==> config.mk <==
export PLATFORM = sky130hd
export DESIGN_NAME = sm3_block_scheduler_flat
export DESIGN_NICKNAME = d
export VERILOG_FILES = /design/src/rtl/sm3_block_scheduler_if.sv /design/src/rtl/sm3_block_scheduler.sv /design/src/flat_wrapper.sv
export SDC_FILE = /design/constraint.sdc
export NUM_CORES = 1
export LEC_CHECK = 0
export CORE_MARGIN = 2
export CORE_UTILIZATION = 52
export CTS_BUF_LIST = sky130_fd_sc_hd__clkbuf_8
export DETAILED_ROUTE_END_ITERATION = 10
export GPL_TIMING_DRIVEN = 1
export PLACE_DENSITY = 0.82
export SLEW_MARGIN = 20
export SYNTH_ARGS = -nofsm -noshare
export SYNTH_HDL_FRONTEND = slang
export SYNTH_SLANG_ARGS = --single-unit
==> constraint.sdc <==
create_clock -name clk -period 6.2 [get_ports clk]
set_input_delay 1.24 -clock clk [delete_from_list [all_inputs] [get_ports clk]]
set_output_delay 1.24 -clock clk [all_outputs]
set_load 0.01 [all_outputs]
==> src/rtl/sm3_block_scheduler_if.sv <==
// Byte-stream input and block output handshakes of the SM3 block scheduler.
// Both channels are valid/ready: a transfer happens on a rising edge where valid and ready are both high.
interface sm3_block_scheduler_if;
  logic         in_valid;
  logic         in_ready;
  logic [7:0]   in_byte;
  logic         in_last;
  logic         blk_valid;
  logic         blk_ready;
  logic [511:0] blk_data;
  logic         blk_last;

  // scheduler side
  modport slave (
    input  in_valid, in_byte, in_last, blk_ready,
    output in_ready, blk_valid, blk_data, blk_last
  );

  // producer / compression-core side
  modport master (
    output in_valid, in_byte, in_last, blk_ready,
    input  in_ready, blk_valid, blk_data, blk_last
  );
endinterface

==> src/rtl/sm3_block_scheduler.sv <==
// Packs a byte stream into 512-bit SM3 blocks and applies SM3 padding (0x80, zero fill,
// 64-bit big-endian bit length), emitting an extra block when the tail leaves no room.
module sm3_block_scheduler (
  input  logic                    clk,
  input  logic                    rst_n,
  sm3_block_scheduler_if.slave    bus,
  output logic                    busy,
  output logic [2:0]              dbg_state
);

  typedef enum logic [2:0] {
    S_IDLE  = 3'd0,
    S_FILL  = 3'd1,
    S_PAD   = 3'd2,
    S_EMIT  = 3'd3,
    S_EXTRA = 3'd4
  } state_e;

  state_e        state_q, state_d;
  logic [5:0]    cnt_q, cnt_d;
  logic [60:0]   total_q, total_d;
  logic [511:0]  blk_q, blk_d;
  logic          last_q, last_d;
  logic          need_extra_q, need_extra_d;
  logic          extra_marker_q, extra_marker_d;
  logic          busy_q, busy_d;

  logic          accepting;
  logic          in_accept;
  logic [6:0]    pad_p;
  logic [63:0]   bit_len;

  assign accepting = rst_n && (state_q == S_IDLE || state_q == S_FILL);
  assign in_accept = accepting && bus.in_valid;
  // In PAD, cnt has already advanced past the last byte; a wrap to 0 means the block filled up.
  assign pad_p     = (cnt_q == 6'd0) ? 7'd64 : {1'b0, cnt_q};
  assign bit_len   = {total_q, 3'b000};

  always_ff @(posedge clk or negedge rst_n) begin
    if (!rst_n) begin
      state_q        <= S_IDLE;
      cnt_q          <= '0;
      total_q        <= '0;
      blk_q          <= '0;
      last_q         <= 1'b0;
      need_extra_q   <= 1'b0;
      extra_marker_q <= 1'b0;
      busy_q         <= 1'b0;
    end else begin
      state_q        <= state_d;
      cnt_q          <= cnt_d;
      total_q        <= total_d;
      blk_q          <= blk_d;
      last_q         <= last_d;
      need_extra_q   <= need_extra_d;
      extra_marker_q <= extra_marker_d;
      busy_q         <= busy_d;
    end
  end

  always_comb begin
    state_d        = state_q;
    cnt_d          = cnt_q;
    total_d        = total_q;
    blk_d          = blk_q;
    last_d         = last_q;
    need_extra_d   = need_extra_q;
    extra_marker_d = extra_marker_q;
    busy_d         = busy_q;

    case (state_q)
      S_IDLE, S_FILL: begin
        if (in_accept) begin
          for (int k = 0; k < 64; k++) begin
            if (cnt_q == 6'(k)) blk_d[511-8*k -: 8] = bus.in_byte;
          end
          cnt_d   = cnt_q + 6'd1;
          total_d = total_q + 61'd1;
          busy_d  = 1'b1;
          state_d = S_FILL;
          if (bus.in_last) begin
            state_d = S_PAD;
          end else if (cnt_q == 6'd63) begin
            state_d      = S_EMIT;
            last_d       = 1'b0;
            need_extra_d = 1'b0;
          end
        end
      end

      S_PAD: begin
        for (int k = 0; k < 64; k++) begin
          if (7'(k) == pad_p)     blk_d[511-8*k -: 8] = 8'h80;
          else if (7'(k) > pad_p) blk_d[511-8*k -: 8] = 8'h00;
        end
        if (pad_p <= 7'd55) begin
          blk_d[63:0]  = bit_len;
          last_d       = 1'b1;
          need_extra_d = 1'b0;
        end else begin
          last_d         = 1'b0;
          need_extra_d   = 1'b1;
          extra_marker_d = (pad_p == 7'd64);
        end
        state_d = S_EMIT;
      end

      S_EMIT: begin
        if (bus.blk_ready) begin
          if (last_q) begin
            state_d = S_IDLE;
            busy_d  = 1'b0;
            cnt_d   = '0;
            total_d = '0;
            last_d  = 1'b0;
          end else if (need_extra_q) begin
            state_d = S_EXTRA;
          end else begin
            state_d = S_FILL;
          end
        end
      end

      S_EXTRA: begin
        blk_d          = '0;
        blk_d[511:504] = extra_marker_q ? 8'h80 : 8'h00;
        blk_d[63:0]    = bit_len;
        last_d         = 1'b1;
        need_extra_d   = 1'b0;
        state_d        = S_EMIT;
      end

      default: state_d = S_IDLE;
    endcase
  end

  assign bus.in_ready  = accepting;
  assign bus.blk_valid = (state_q == S_EMIT);
  assign bus.blk_data  = blk_q;
  assign bus.blk_last  = last_q;
  assign busy          = busy_q;
  assign dbg_state     = state_q;

endmodule
==> src/flat_wrapper.sv <==
// flat-port wrapper written by rule: the top's interface ports become plain ports
module sm3_block_scheduler_flat 
  (clk, rst_n, busy, dbg_state, bus_in_valid, bus_in_byte, bus_in_last, bus_blk_ready, bus_in_ready, bus_blk_valid, bus_blk_data, bus_blk_last);
  sm3_block_scheduler_if bus_i ();
  input  logic clk;
  input  logic rst_n;
  output logic busy;
  output logic [2:0] dbg_state;
  input wire logic [$bits(bus_i.in_valid)-1:0] bus_in_valid;
  input wire logic [$bits(bus_i.in_byte)-1:0] bus_in_byte;
  input wire logic [$bits(bus_i.in_last)-1:0] bus_in_last;
  input wire logic [$bits(bus_i.blk_ready)-1:0] bus_blk_ready;
  output wire logic [$bits(bus_i.in_ready)-1:0] bus_in_ready;
  output wire logic [$bits(bus_i.blk_valid)-1:0] bus_blk_valid;
  output wire logic [$bits(bus_i.blk_data)-1:0] bus_blk_data;
  output wire logic [$bits(bus_i.blk_last)-1:0] bus_blk_last;
  assign bus_i.in_valid = bus_in_valid;
  assign bus_i.in_byte = bus_in_byte;
  assign bus_i.in_last = bus_in_last;
  assign bus_i.blk_ready = bus_blk_ready;
  assign bus_in_ready = bus_i.in_ready;
  assign bus_blk_valid = bus_i.blk_valid;
  assign bus_blk_data = bus_i.blk_data;
  assign bus_blk_last = bus_i.blk_last;
  sm3_block_scheduler u_core (.clk(clk), .rst_n(rst_n), .bus(bus_i), .busy(busy), .dbg_state(dbg_state));
endmodule
==> summary.md <==
| Metric | Value |
|---|---|
| Data required, critical path | 6.82 ns |
| Adder-Cell Fraction of Synth Area | 0.279% |
| CORE AREA | 51300 um^2 |
| PwrDens | 563 nW/um^2 |
| Sw power | 7.23 mW |
| EDFF count, synth | 0 |
| Tightest Pin Transition | 1.15 ns |
| Synth top area cells | dfrtp_1 (54%), mux2_2 (16%), mux2_4 (3.7%), o21ai_0 (2.4%), a21oi_1 (2.2%) |
| Die height | 232 um |
| TritonCTS buffer count | 94 |
| Post-Syn Nets | 2182 |
| GRT Util Overall | 34.3% |
| Total setup buffers inserted after CTS | 0 |
| HPWL Detailed | 62500 um |
| Slew Limit Fails | 0 |
| Synthesis-to-finish area growth | 28.5% |
| Simple-gate share of the synthesized area | 8.88% |
| RSZ-0062 raised after global routing | false |
| CTS Sinks | 586 |
| Final setup TNS | 0 ns |
| PostCTS Resize Cnt | 0 |
| Pin count of the biggest net entering global routing | 179 |
| Die area | 53700 um^2 |
| Compound-Gate Fraction of Synth Area | 11.4% |
| Sw Share | 37.2% |
| Largest area contributor in the netlist | dfrtp_1 |
| Power share of the clock group | 17.2% |
| Largest family of logic cells by synthesized area | multiplexers |
| Antenna Nets Post-Route | 0 |
| RR Startpoint | u_core.cnt_q[1] |
| Setup crit start | u_core.cnt_q[1] |
| Crit end category | register |
| Yosys cell types | 99 |
| Vias in the first global route | 21.8k |
| Reg2reg setup slack | 2.20 ns |
| Gp weighted congestion | 0.988 |
| Longest Clk Path Bufs | 3 |
| Final nets | 2678 |
| Hold crit path type | in -> async |
| Via density | 6.11 |
| Leak Pwr | 14.5 nW |
| DRT Wirelength | 92500 um |
| Asr flop ratio synth | 100% |
| Final Core Density | 67.5% |
| Synth Flop Type | dfrtp_1 |
| Part of the power in registers | 35.1% |
| Mux share of post-synthesis cell area | 21.2% |
| Drt wl/cell | 27.1 um |
| Slew HR | 23.5% |
| Mapped Area | 26900 um^2 |
| Num ports | 532 |
| Post-synthesis sequential area ratio | 54.4% |
| Crit Path Class | reg -> reg |
| Startpoint types | register |
| Layout cells sized above 1 | 26.1% |
| Most common cell after layout, fill and taps aside | dfrtp_1 |
| Grt ovf | 0 |
| First-pass GRT wire length | 139000 um |
| Mean Syn Cell Area | 12.5 um^2 |
| DR pass1 iterations | 10 |
| Synthesis Warnings | 0 |
| DRT iter0 DRCs | 2003 |
| Max Fclk | 0.250 GHz |
| Register bit count reported by yosys | 586 |
| Comb power frac | 47.7% |
| Die X | 232 um |
| Initial Util | 52.5% |
| Outcome | complete, no violations |
| Vias | 20.8k |
| CTS Hold Bufs | 0 |
| Initial antenna violation count | 1 |
| R2R Path End | u_core.bus.blk_data[41] |
| Post-Syn Instances | 2163 |
| Crit path DAT | 4.61 ns |
| CTS tree | built |
| Worst-Skew Late Latency | 0.72 ns |
| DR DRC count | 0 |
| Synth Area in XOR/XNOR | 0.0325% |
| Fin crit period | 4.00 ns |
| Internal | 12.2 mW |
| Final setup violating endpoints | 0 |
| Max Cap Viol | 0 |
| Final period util | 64.5% |
| R2R depth | 9 |
| Port bufs | 531 |
| Maximum vdd drop | 0.000363 V |
| Commonest cells after routing, fill and taps aside | dfrtp_1 (586), clkdlybuf4s50_1 (530), mux2_2 (375), o21ai_0 (129), clkbuf_8 (119) |
| Rows | 83 |
| Yosys top cell area share | 54.4% |
| Clock root buffer | clkbuf_8 |
| H-tree levels | 3 |
| Fin. Hold Viols | 0 |
| Clock-pin slew on the worst setup and hold paths | 0.07 ns |
| Clock Skew | 0.0401 ns |
| CP Max Fanout | 37 |
## layout make-up
class	instances	area, um^2
sequential	586	14700
fill	3749	16700
multi-input combinational	1349	11400
inverter	66	248
antenna	1	2.50
tap	680	851
clock buffer	119	1640
clock inverter	46	250
timing repair buffer	562	5600
## state kept, by name (all words and copies together) (netlist names)
register / flops
u_core.cnt_q: 6
u_core.bus.blk_data: 512
u_core.need_extra_q: 1
u_core.dbg_state: 3
u_core.busy: 1
u_core.bus.blk_last: 1
u_core.extra_marker_q: 1
u_core.total_q: 61
## stage by stage
step                      instance area, um^2  setup slack (ns)  hold WS (ns)  power, mW  std cells
final                                   34600              2.20         0.467       19.5       3409
after global routing                    34600              2.02         0.475       20.3       3409
after CTS                               34600              2.26         0.436       19.5       3407
after detailed placement                32700              2.04         0.477       16.0       3242
after global placement                  32700              2.17         0.468       15.7       3242
after floorplan                         26900              3.18         0.447       10.9       2163
## logic make-up (layout without fill, tap and decap cells)
logic type / count (synthesis) / count (layout)
flip-flops: 586 / 586
AO/OA/AOI/OAI: 433 / 433
buffers and inverters: 228 / 793
other: 0 / 1
multiplexers: 490 / 490
adder cells (fa/ha/maj): 6 / 6
XOR/XNOR: 1 / 1
AND/OR/NAND/NOR: 419 / 419
## power groups by stage
| stage | Combinational (mW) | Clock [mW] | Sequential (mW) |
|---|---|---|---|
| after floorplan | 3.61 | 0 | 7.31 |
| after global placement | 9.05 | 0 | 6.69 |
| after detailed placement | 9.19 | 0 | 6.81 |
| after CTS | 9.27 | 3.40 | 6.80 |
| after global routing | 9.71 | 3.58 | 7.02 |
| final | 9.29 | 3.36 | 6.83 |
## how the worst max path moves through the flow
stage | endpoint | slack, ns
2_1_floorplan | u_core.bus.blk_data[280] | 3.18
3_3_place_gp | u_core.total_q[57] | 2.17
3_5_place_dp | u_core.total_q[57] | 2.04
4_1_cts | bus_blk_valid | 2.26
5_1_grt | u_core.bus.blk_data[41] | 2.02
6_report | u_core.bus.blk_data[41] | 2.20
## synthesized netlist by cell type, types with 8 or more instances
library cell  instances
and2_1               11
nand3_1              58
or4_1                13
inv_1                66
nand4_1              37
mux2i_1              44
o21ai_0             131
o21a_1                8
o31ai_1              11
a21oi_4              10
and3_1               10
nand2_1             113
o211ai_2             10
nor3_1               19
or3_1                14
buf_2                30
nand3b_1              8
nor2_1               54
mux2_2              375
o211ai_1             24
nor2b_1              13
buf_4                12
nand2b_1             10
mux2_4               66
a31oi_1              34
clkbuf_1            103
dfrtp_1             586
a21oi_1             116
## worst max-delay path, cell delays in order (launching register included)
cell and delay, ns:
dfrtp_1 0.85, inv_1 0.30, ha_1 0.41, buf_4 0.27, inv_1 0.35, o21ai_2 0.18, o21ai_4 0.68, buf_4 0.49
a21oi_1 0.14, mux2i_1 0.19
## per-layer routing
metal  part of all wire (%)  routed length, um  up-vias  GRT usage, %
met5                      0                  0        -             0
met1                     38              35500    10615          42.3
li1                       -                  -     8830             -
met4                    4.9               4540        0          16.8
met2                     48              44200     1118          55.5
met3                    8.9               8230      251          9.82
(Power assumes the default switching activity.)
